<file path="config.mk">
export PLATFORM = sky130hd
export DESIGN_NAME = pulse_noise_gen
export DESIGN_NICKNAME = d
export VERILOG_FILES = /design/src/rtl/pulse_noise_gen.sv
export SDC_FILE = /design/constraint.sdc
export NUM_CORES = 1
export LEC_CHECK = 0
export BUFFER_PORTS_ARGS = -buffer_cell sky130_fd_sc_hd__buf_2
export CAP_MARGIN = 25
export CORE_MARGIN = 2
export CORE_UTILIZATION = 44
export DETAILED_ROUTE_END_ITERATION = 8
export PLACE_DENSITY = 0.7
export SYNTH_ARGS = -nofsm -noshare
export SYNTH_HDL_FRONTEND = slang
export SYNTH_SLANG_ARGS = --single-unit
</file>
<file path="constraint.sdc">
create_clock -name clk -period 7.8 [get_ports clk]
set_input_delay 1.56 -clock clk [delete_from_list [all_inputs] [get_ports clk]]
set_output_delay 1.56 -clock clk [all_outputs]
set_load 0.05 [all_outputs]
</file>
<file path="src/rtl/pulse_noise_gen.sv">
`default_nettype none
// pulse_noise_gen: rectangular pulse train plus scaled Galois-LFSR noise behind a 2-stage valid/ready pipeline.
// Define PULSE_NOISE_GEN_SATURATE_EN to clamp samples to [0,65535]; otherwise samples wrap mod 2^16.
module pulse_noise_gen #(
  parameter logic [31:0] LFSR_SEED = 32'hACE1_2468,
  parameter int          W_SAMP    = 16
) (
  input  logic              clk,
  input  logic              reset,
  input  logic              enable,
  input  logic [31:0]       pulse_period,
  input  logic [15:0]       pulse_width,
  input  logic [15:0]       pulse_amplitude,
  input  logic [15:0]       noise_amplitude,
  input  logic              sample_ready,
  output logic              sample_valid,
  output logic [W_SAMP-1:0] sample_data,
  output logic              pulse_active,
  output logic [31:0]       pulse_count,
  output logic              busy
);

  localparam logic [1:0]  ST_IDLE   = 2'd0;
  localparam logic [1:0]  ST_RUN    = 2'd1;
  localparam logic [1:0]  ST_DRAIN  = 2'd2;
  localparam logic [31:0] SEED      = (LFSR_SEED == 32'd0) ? 32'd1 : LFSR_SEED;
  localparam logic [31:0] LFSR_MASK = 32'h8020_0003;

  logic [1:0]         state;
  logic [31:0]        pos;
  logic [31:0]        lat_period;
  logic [15:0]        lat_width;
  logic [15:0]        lat_amp;
  logic [15:0]        lat_noise_amp;
  logic [31:0]        lfsr;

  logic               s1_valid;
  logic               s1_flag;
  logic [15:0]        s1_term;
  logic signed [17:0] s1_noise;

  logic               adv;
  logic               gen;
  logic               pos_zero;
  logic [31:0]        eff_period;
  logic [15:0]        eff_width;
  logic [15:0]        eff_amp;
  logic [15:0]        eff_noise_amp;
  logic               flag;
  logic [31:0]        pos_next;
  logic [31:0]        lfsr_next;
  logic signed [33:0] prod;
  logic signed [17:0] sum;
  logic [W_SAMP-1:0]  out_data;
  logic               unused_bits;

  assign adv      = !sample_valid || sample_ready;
  assign gen      = (state == ST_RUN) && enable && adv;
  assign pos_zero = (pos == 32'd0);
  assign busy     = (state != ST_IDLE);

  // The pos==0 sample already uses the fresh settings; later samples use the latched copy.
  assign eff_period    = pos_zero ? pulse_period    : lat_period;
  assign eff_width     = pos_zero ? pulse_width     : lat_width;
  assign eff_amp       = pos_zero ? pulse_amplitude : lat_amp;
  assign eff_noise_amp = pos_zero ? noise_amplitude : lat_noise_amp;

  assign flag     = (pos < {16'd0, eff_width});
  assign pos_next = ((eff_period <= 32'd1) || (pos == eff_period - 32'd1)) ? 32'd0 : pos + 32'd1;
  assign lfsr_next = {1'b0, lfsr[31:1]} ^ (lfsr[0] ? LFSR_MASK : 32'd0);

  // Exact 33-bit product held in 34 bits; bits [33:16] are the arithmetic >>> 16.
  assign prod = $signed({{18{lfsr[15]}}, lfsr[15:0]}) * $signed({18'd0, eff_noise_amp});
  assign sum  = $signed({2'b00, s1_term}) + s1_noise;
  assign unused_bits = ^{prod[15:0], sum[17:16]};

`ifdef PULSE_NOISE_GEN_SATURATE_EN
  always_comb begin
    out_data = sum[15:0];
    if (sum[17]) begin
      out_data = '0;
    end else if (sum[16]) begin
      out_data = '1;
    end
  end
`else
  assign out_data = sum[15:0];
`endif

  always_ff @(posedge clk or posedge reset) begin
    if (reset) begin
      state         <= ST_IDLE;
      pos           <= 32'd0;
      lat_period    <= 32'd0;
      lat_width     <= 16'd0;
      lat_amp       <= 16'd0;
      lat_noise_amp <= 16'd0;
      lfsr          <= SEED;
      pulse_count   <= 32'd0;
      s1_valid      <= 1'b0;
      s1_flag       <= 1'b0;
      s1_term       <= 16'd0;
      s1_noise      <= 18'sd0;
      sample_valid  <= 1'b0;
      sample_data   <= '0;
      pulse_active  <= 1'b0;
    end else begin
      case (state)
        ST_IDLE:  if (enable) state <= ST_RUN;
        ST_RUN:   if (!enable) state <= ST_DRAIN;
        ST_DRAIN: begin
          if (enable) begin
            state <= ST_RUN;
          end else if (!s1_valid && adv) begin
            state <= ST_IDLE;
          end
        end
        default:  state <= ST_IDLE;
      endcase

      if (gen) begin
        pos      <= pos_next;
        lfsr     <= lfsr_next;
        s1_flag  <= flag;
        s1_term  <= flag ? eff_amp : 16'd0;
        s1_noise <= prod[33:16];
        if (pos_zero) begin
          lat_period    <= pulse_period;
          lat_width     <= pulse_width;
          lat_amp       <= pulse_amplitude;
          lat_noise_amp <= noise_amplitude;
          pulse_count   <= pulse_count + 32'd1;
        end
      end

      if (adv) begin
        s1_valid     <= gen;
        sample_valid <= s1_valid;
        if (s1_valid) begin
          sample_data  <= out_data;
          pulse_active <= s1_flag;
        end
      end
    end
  end

endmodule
`default_nettype wire
</file>
==> After elaboration in Yosys (flattened, before gate mapping) <==
Index checks and enable logic that the tools add are counted.
{ "word_totals": {"ff_bits": 230, "latchBits": 0, "ramBits": 0, "rom_bits": 0, "inputBits": 84, "out_inout_bits": 51, "elab_cells": 54, "n_memories": 0} }
{ "classes": {"n_addsub": 4, "n_mul": 1, "n_div": 0, "n_lt_le_gt_ge": 2, "n_eq_ne": 6, "n_shift": 0, "muxes": 12, "bitwise_logic": 1, "n_reduce_logical": 13} }
{ "ops": {"columns": ["op", "count"], "rows": [
  ["32-bit 2-to-1 mux", 3],
  ["32-bit by 1-bit adder with 32-bit output, second input constant", 2],
  ["16-bit 2-to-1 mux", 4],
  ["32-bit == test", 1],
  ["32-bit by 1-bit less-or-equal comparator with 1-bit output, second input constant", 1],
  ["32-bit logical NOT", 1],
  ["32-bit by 16-bit < comparator with 1-bit output", 1],
  ["16-bit by 17-bit multiplier with 32-bit output", 1],
  ["32-bit by 1-bit subtractor with 32-bit output, second input constant", 1],
  ["31-bit by 32-bit XOR with 32-bit output", 1],
  ["16-bit adder", 1],
  ["2-bit 2-to-1 mux", 4],
  ["2-bit one-hot mux with 3 select lines", 1],
  ["2-bit inequality test, second input constant", 2],
  ["2-bit AND reduction", 2],
  ["1-bit logical AND", 3],
  ["3-bit inequality test, second input constant", 1],
  ["3-bit AND reduction", 1],
  ["2-bit by 1-bit == test with 1-bit output, second input constant", 1],
  ["2-bit == test, second input constant", 1],
  ["1-bit logical NOT", 2],
  ["2-bit logical NOT", 1],
  ["1-bit logical OR", 2],
  ["2-bit nonzero test", 1]
]} }

==> Longest topological paths before layout <==
{ "depth": {"ltp_word": 6, "depth_mapped": 33, "ltp_nobuf": 30} }

==> Worst setup path after synthesis <==
No wires, ideal clock.
{ "synth_timing": {"path_type": "flip-flop to flip-flop", "startpoint": "register pos[0]", "endpoint": "register s1_noise[14]", "setup_ns": 0.133, "t_arrival_ns": 7.753, "required_time_ns": 7.667, "setup_slack_ns": -0.086, "stages_incl_launch_ff": 34, "n_path_buf": 3, "synth_period_minus_slack_ns": 7.886, "cell_sequence": "dfrtp_1 > inv_1 > ha_1 > nor4b_1 > nand4_1 > nor2_4 > clkbuf_1 > buf_1 > nand2_1 > nand2_1 > clkbuf_1 > nand2_1 > fa_1 > inv_1 > fa_1 > inv_1 > fa_1 > inv_1 > fa_1 > fa_1 > inv_1 > fa_1 > inv_1 > ha_1 > a21oi_1 > o21ai_0 > a311oi_1 > inv_1 > o21ai_0 > a31oi_1 > a211o_1 > a21oi_1 > xor2_1 > o21ai_0"} }
{ "synth_via": {"elab_chain_len": 3} }
{ "synth_rtl": {"columns": ["item", "line_no", "rtl"], "rows": [
  ["start, declared", "30", "logic [31:0] pos;"],
  ["start signal, assigned", "122", "pos <= pos_next;"],
  ["32-bit logical NOT", "59", "assign pos_zero = (pos == 32'd0);"],
  ["16-bit 2-to-1 mux", null, null],
  ["16-bit by 17-bit multiplier with 32-bit output", "73", "assign prod = $signed({{18{lfsr[15]}}, lfsr[15:0]}) * $signed({18'd0, eff_noise_amp});"],
  ["end signal, assigned", "126", "s1_noise <= prod[33:16];"],
  ["end, declared", "40", "logic signed [17:0] s1_noise;"]
]} }
No other way between the ends.
A chain may end at the register's enable or synchronous reset.

==> Worst setup path in the final report <==
{ "layout_timing": {"startpoint": "register pos[1]", "endpoint": "register s1_noise[14]"} }
Same word-level chain as after synthesis.

==> impl_metrics.env <==
export IMPL_dr_pass1_iters=5
export IMPL_status="finished clean"
export IMPL_insertion_delay_ps=570
export IMPL_drive_gt1_share_pct=16.1
export IMPL_cts_buffers=29
export IMPL_worstPathArrival_ps=7810
export IMPL_clock_skew_ps=19.8
export IMPL_fillers=4379
export IMPL_r2r_start="pos[1]"
export IMPL_netlist_instances=2319
export IMPL_path_common_cell="fa_1"
export IMPL_finalSetupViolCount=0
export IMPL_antenna_found_initial=4
export IMPL_htreeDepth=1
export IMPL_max_freq_ghz=0.135
export IMPL_vias=17100
export IMPL_die_w_um=224
export IMPL_path_max_fanout=14
export IMPL_portBuffers=134
export IMPL_drc=0
export IMPL_power_density_mw_per_mm2=134
export IMPL_leakage_uw=0.0120
export IMPL_grt_total_usage_pct=22.8
export IMPL_grt_pass1_wl_um=92400
export IMPL_synth_edff_count=0
export IMPL_ir_drop_mv=0.153
export IMPL_final_hold_viol_count=0
export IMPL_crit_family="adder cells"
export IMPL_max_clock_path_buffers=3
export IMPL_die_h_um=224
export IMPL_syn_area_per_cell_um2=9.22
export IMPL_drt_iter0_markers=1206
export IMPL_wire_per_inst_um=18.3
export IMPL_hold_path_endpoint="lfsr[22]"
export IMPL_nets=2875
export IMPL_r2r_end="s1_noise[14]"
export IMPL_fp_dieArea_mm2=0.0504
export IMPL_dp_hpwl_um=43500
export IMPL_slew_viol_final=0
export IMPL_grt_ovfl_total=0
export IMPL_core_area_mm2=0.0478
export IMPL_grt_max_degree=86
export IMPL_hp_class="reg2reg"
export IMPL_ios=135
export IMPL_reg2reg_depth=31
export IMPL_crit_required_ps=8190
export IMPL_rrSetupSlack_ps=390
export IMPL_synthesis_nets=2746
export IMPL_hold_start="lfsr[23]"
export IMPL_cp_startpoint="pos[1]"
export IMPL_worst_slack_ps=387
export IMPL_post_drt_via_cell_ratio=5.52
export IMPL_crit_type="reg2reg"
export IMPL_worst_pin_slew_ps=1030
export IMPL_clkSinkCount=230
export IMPL_fin_crit_sh_pct=95.0
export IMPL_ys_seq_elements=230
export IMPL_slowest_stage="fa_1"
export IMPL_fin_crit_ps=7410
export IMPL_start_kind="register"
export IMPL_ys_seq_area_share_pct=27.0
export IMPL_end_kind="register"
export IMPL_maxSlewHeadroom_pct=31.1
export IMPL_ant_nets=0
export IMPL_synth_area_mm2=0.0214
export IMPL_yosysWarnings=0
export IMPL_cts_tree="done"
export IMPL_synthArstFlopShare_pct=100
export IMPL_cap_violations=0
export IMPL_root_buffer="clkbuf_16"
export IMPL_rows=80
export IMPL_final_util_pct=50.3
export IMPL_holdPathStages=2
export IMPL_critPathBufInv=8
export IMPL_cts_clk_slew_worst_paths_ps=60
export IMPL_cpPeakStageDelay_ps=580
export IMPL_place_area_mm2=0.0229
export IMPL_fin_area_mm2=0.0241
export IMPL_gp_congestion=0.927
export IMPL_initial_core_util_pct=44.7
export IMPL_most_common_layout_cells="353 x nand2_1, 257 x inv_1, 217 x dfrtp_1"
export IMPL_finalWirelength_um=56700
export IMPL_place_ws_ps=28.6
export IMPL_grt_pass1_vias=17400
export IMPL_syn_to_final_growth_pct=12.5
export IMPL_mostFrequentLayoutCell="nand2_1"
export IMPL_ys_types=71
export IMPL_synth_flop_cell="dfrtp_1"
export IMPL_fin_hold_ws_ps=453
export IMPL_tns_ps=0
-- worst min-delay path, stage by stage (launching register included) --
cell and delay (ps):
dfstp_2 360, nand2_1 50, nand2_1 40
-- Yosys cell counts (13+ instances only) --
master | instances | area share [%]
nand2_1 | 362 | 6.4
inv_1 | 258 | 4.5
dfrtp_1 | 217 | 25
fa_1 | 194 | 18
ha_1 | 149 | 8.7
and2_1 | 114 | 3.3
nor2_1 | 103 | 1.8
clkbuf_1 | 93 | 1.6
mux2_2 | 85 | 4.5
o21ai_0 | 85 | 2.0
xnor2_1 | 76 | 3.1
mux2i_1 | 48 | 2.2
nand3_1 | 42 | 0.98
xor2_1 | 42 | 1.7
a21oi_1 | 40 | 0.94
nor2b_1 | 37 | 1.1
nor3_1 | 34 | 0.80
nor4_1 | 33 | 0.97
nand2b_1 | 23 | 0.67
nand4_1 | 22 | 0.64
a21o_1 | 19 | 0.67
and3_1 | 18 | 0.53
or3_1 | 18 | 0.53
a211oi_1 | 16 | 0.56
and4_1 | 13 | 0.53
dfstp_2 | 13 | 1.6
-- state kept, by name, indices dropped and copies added (netlist names), 16 cells and up --
register,cells
lat_noise_amp,16
sample_data,16
lat_width,16
lfsr,32
lat_period,32
pulse_count,32
s1_noise,16
s1_term,16
pos,32
lat_amp,16
-- repair_timing --
item	in CTS	in global routing
buffers inserted	0	2
resized for setup	0	20
hold buffers	0	0
endpoints found under the setup margin	0	11
-- cell type report --
type                            count  area [µm²]  share of cell area [%]
Multi-Input combinational cell   1721       14300                    59.5
Sequential cell                   230        5770                    24.0
Timing Repair Buffer              208        1260                    5.22
Inverter                          258         972                    4.04
Clock buffer                       38         800                    3.32
Tap cell                          615         769                    3.20
Clock inverter                     16         169                   0.702
Antenna cell                        3        7.51                  0.0312
-- where the power goes --
group          leakage (µW)  internal (µW)  switching, µW  total, µW
sequential          0.00311           1260            131       1390
clock              0.000483            820            544       1360
combinational       0.00837            153            313        466
-- how the worst max path moves through the flow --
stage | to | slack (ps) | cells after the start
4_1_cts | s1_noise[14] | 40 | 30
6_report | s1_noise[14] | 390 | 31
3_3_place_gp | s1_noise[14] | 180 | 26
2_1_floorplan | s1_noise[14] | 20 | 33
5_1_grt | s1_noise[14] | -50 | 31
3_5_place_dp | s1_noise[14] | 30 | 26
-- cells by family after synthesis --
logic type / Yosys count / share of synthesized area, %
simple gates: 874 / 20.3
flops: 230 / 27.0
mux: 134 / 6.83
xor+xnor: 118 / 4.83
buf+inv: 368 / 6.61
fa+ha+maj: 343 / 26.9
compound gates: 252 / 7.59
-- stage by stage --
stage,cells,power (µW)
finish,3089,3220
CTS,3082,3240
global placement,3028,1850
detailed placement,3028,1860
floorplan,2319,1660
global route,3089,3350
-- metal layers --
layer  track usage (%)  part of all wire (%)
met5                 0                     0
met4              7.20                   3.1
met3              3.20                   6.3
met2              38.4                    48
met1              30.6                    43
Note: power is estimated with default switching activity, not from simulation.
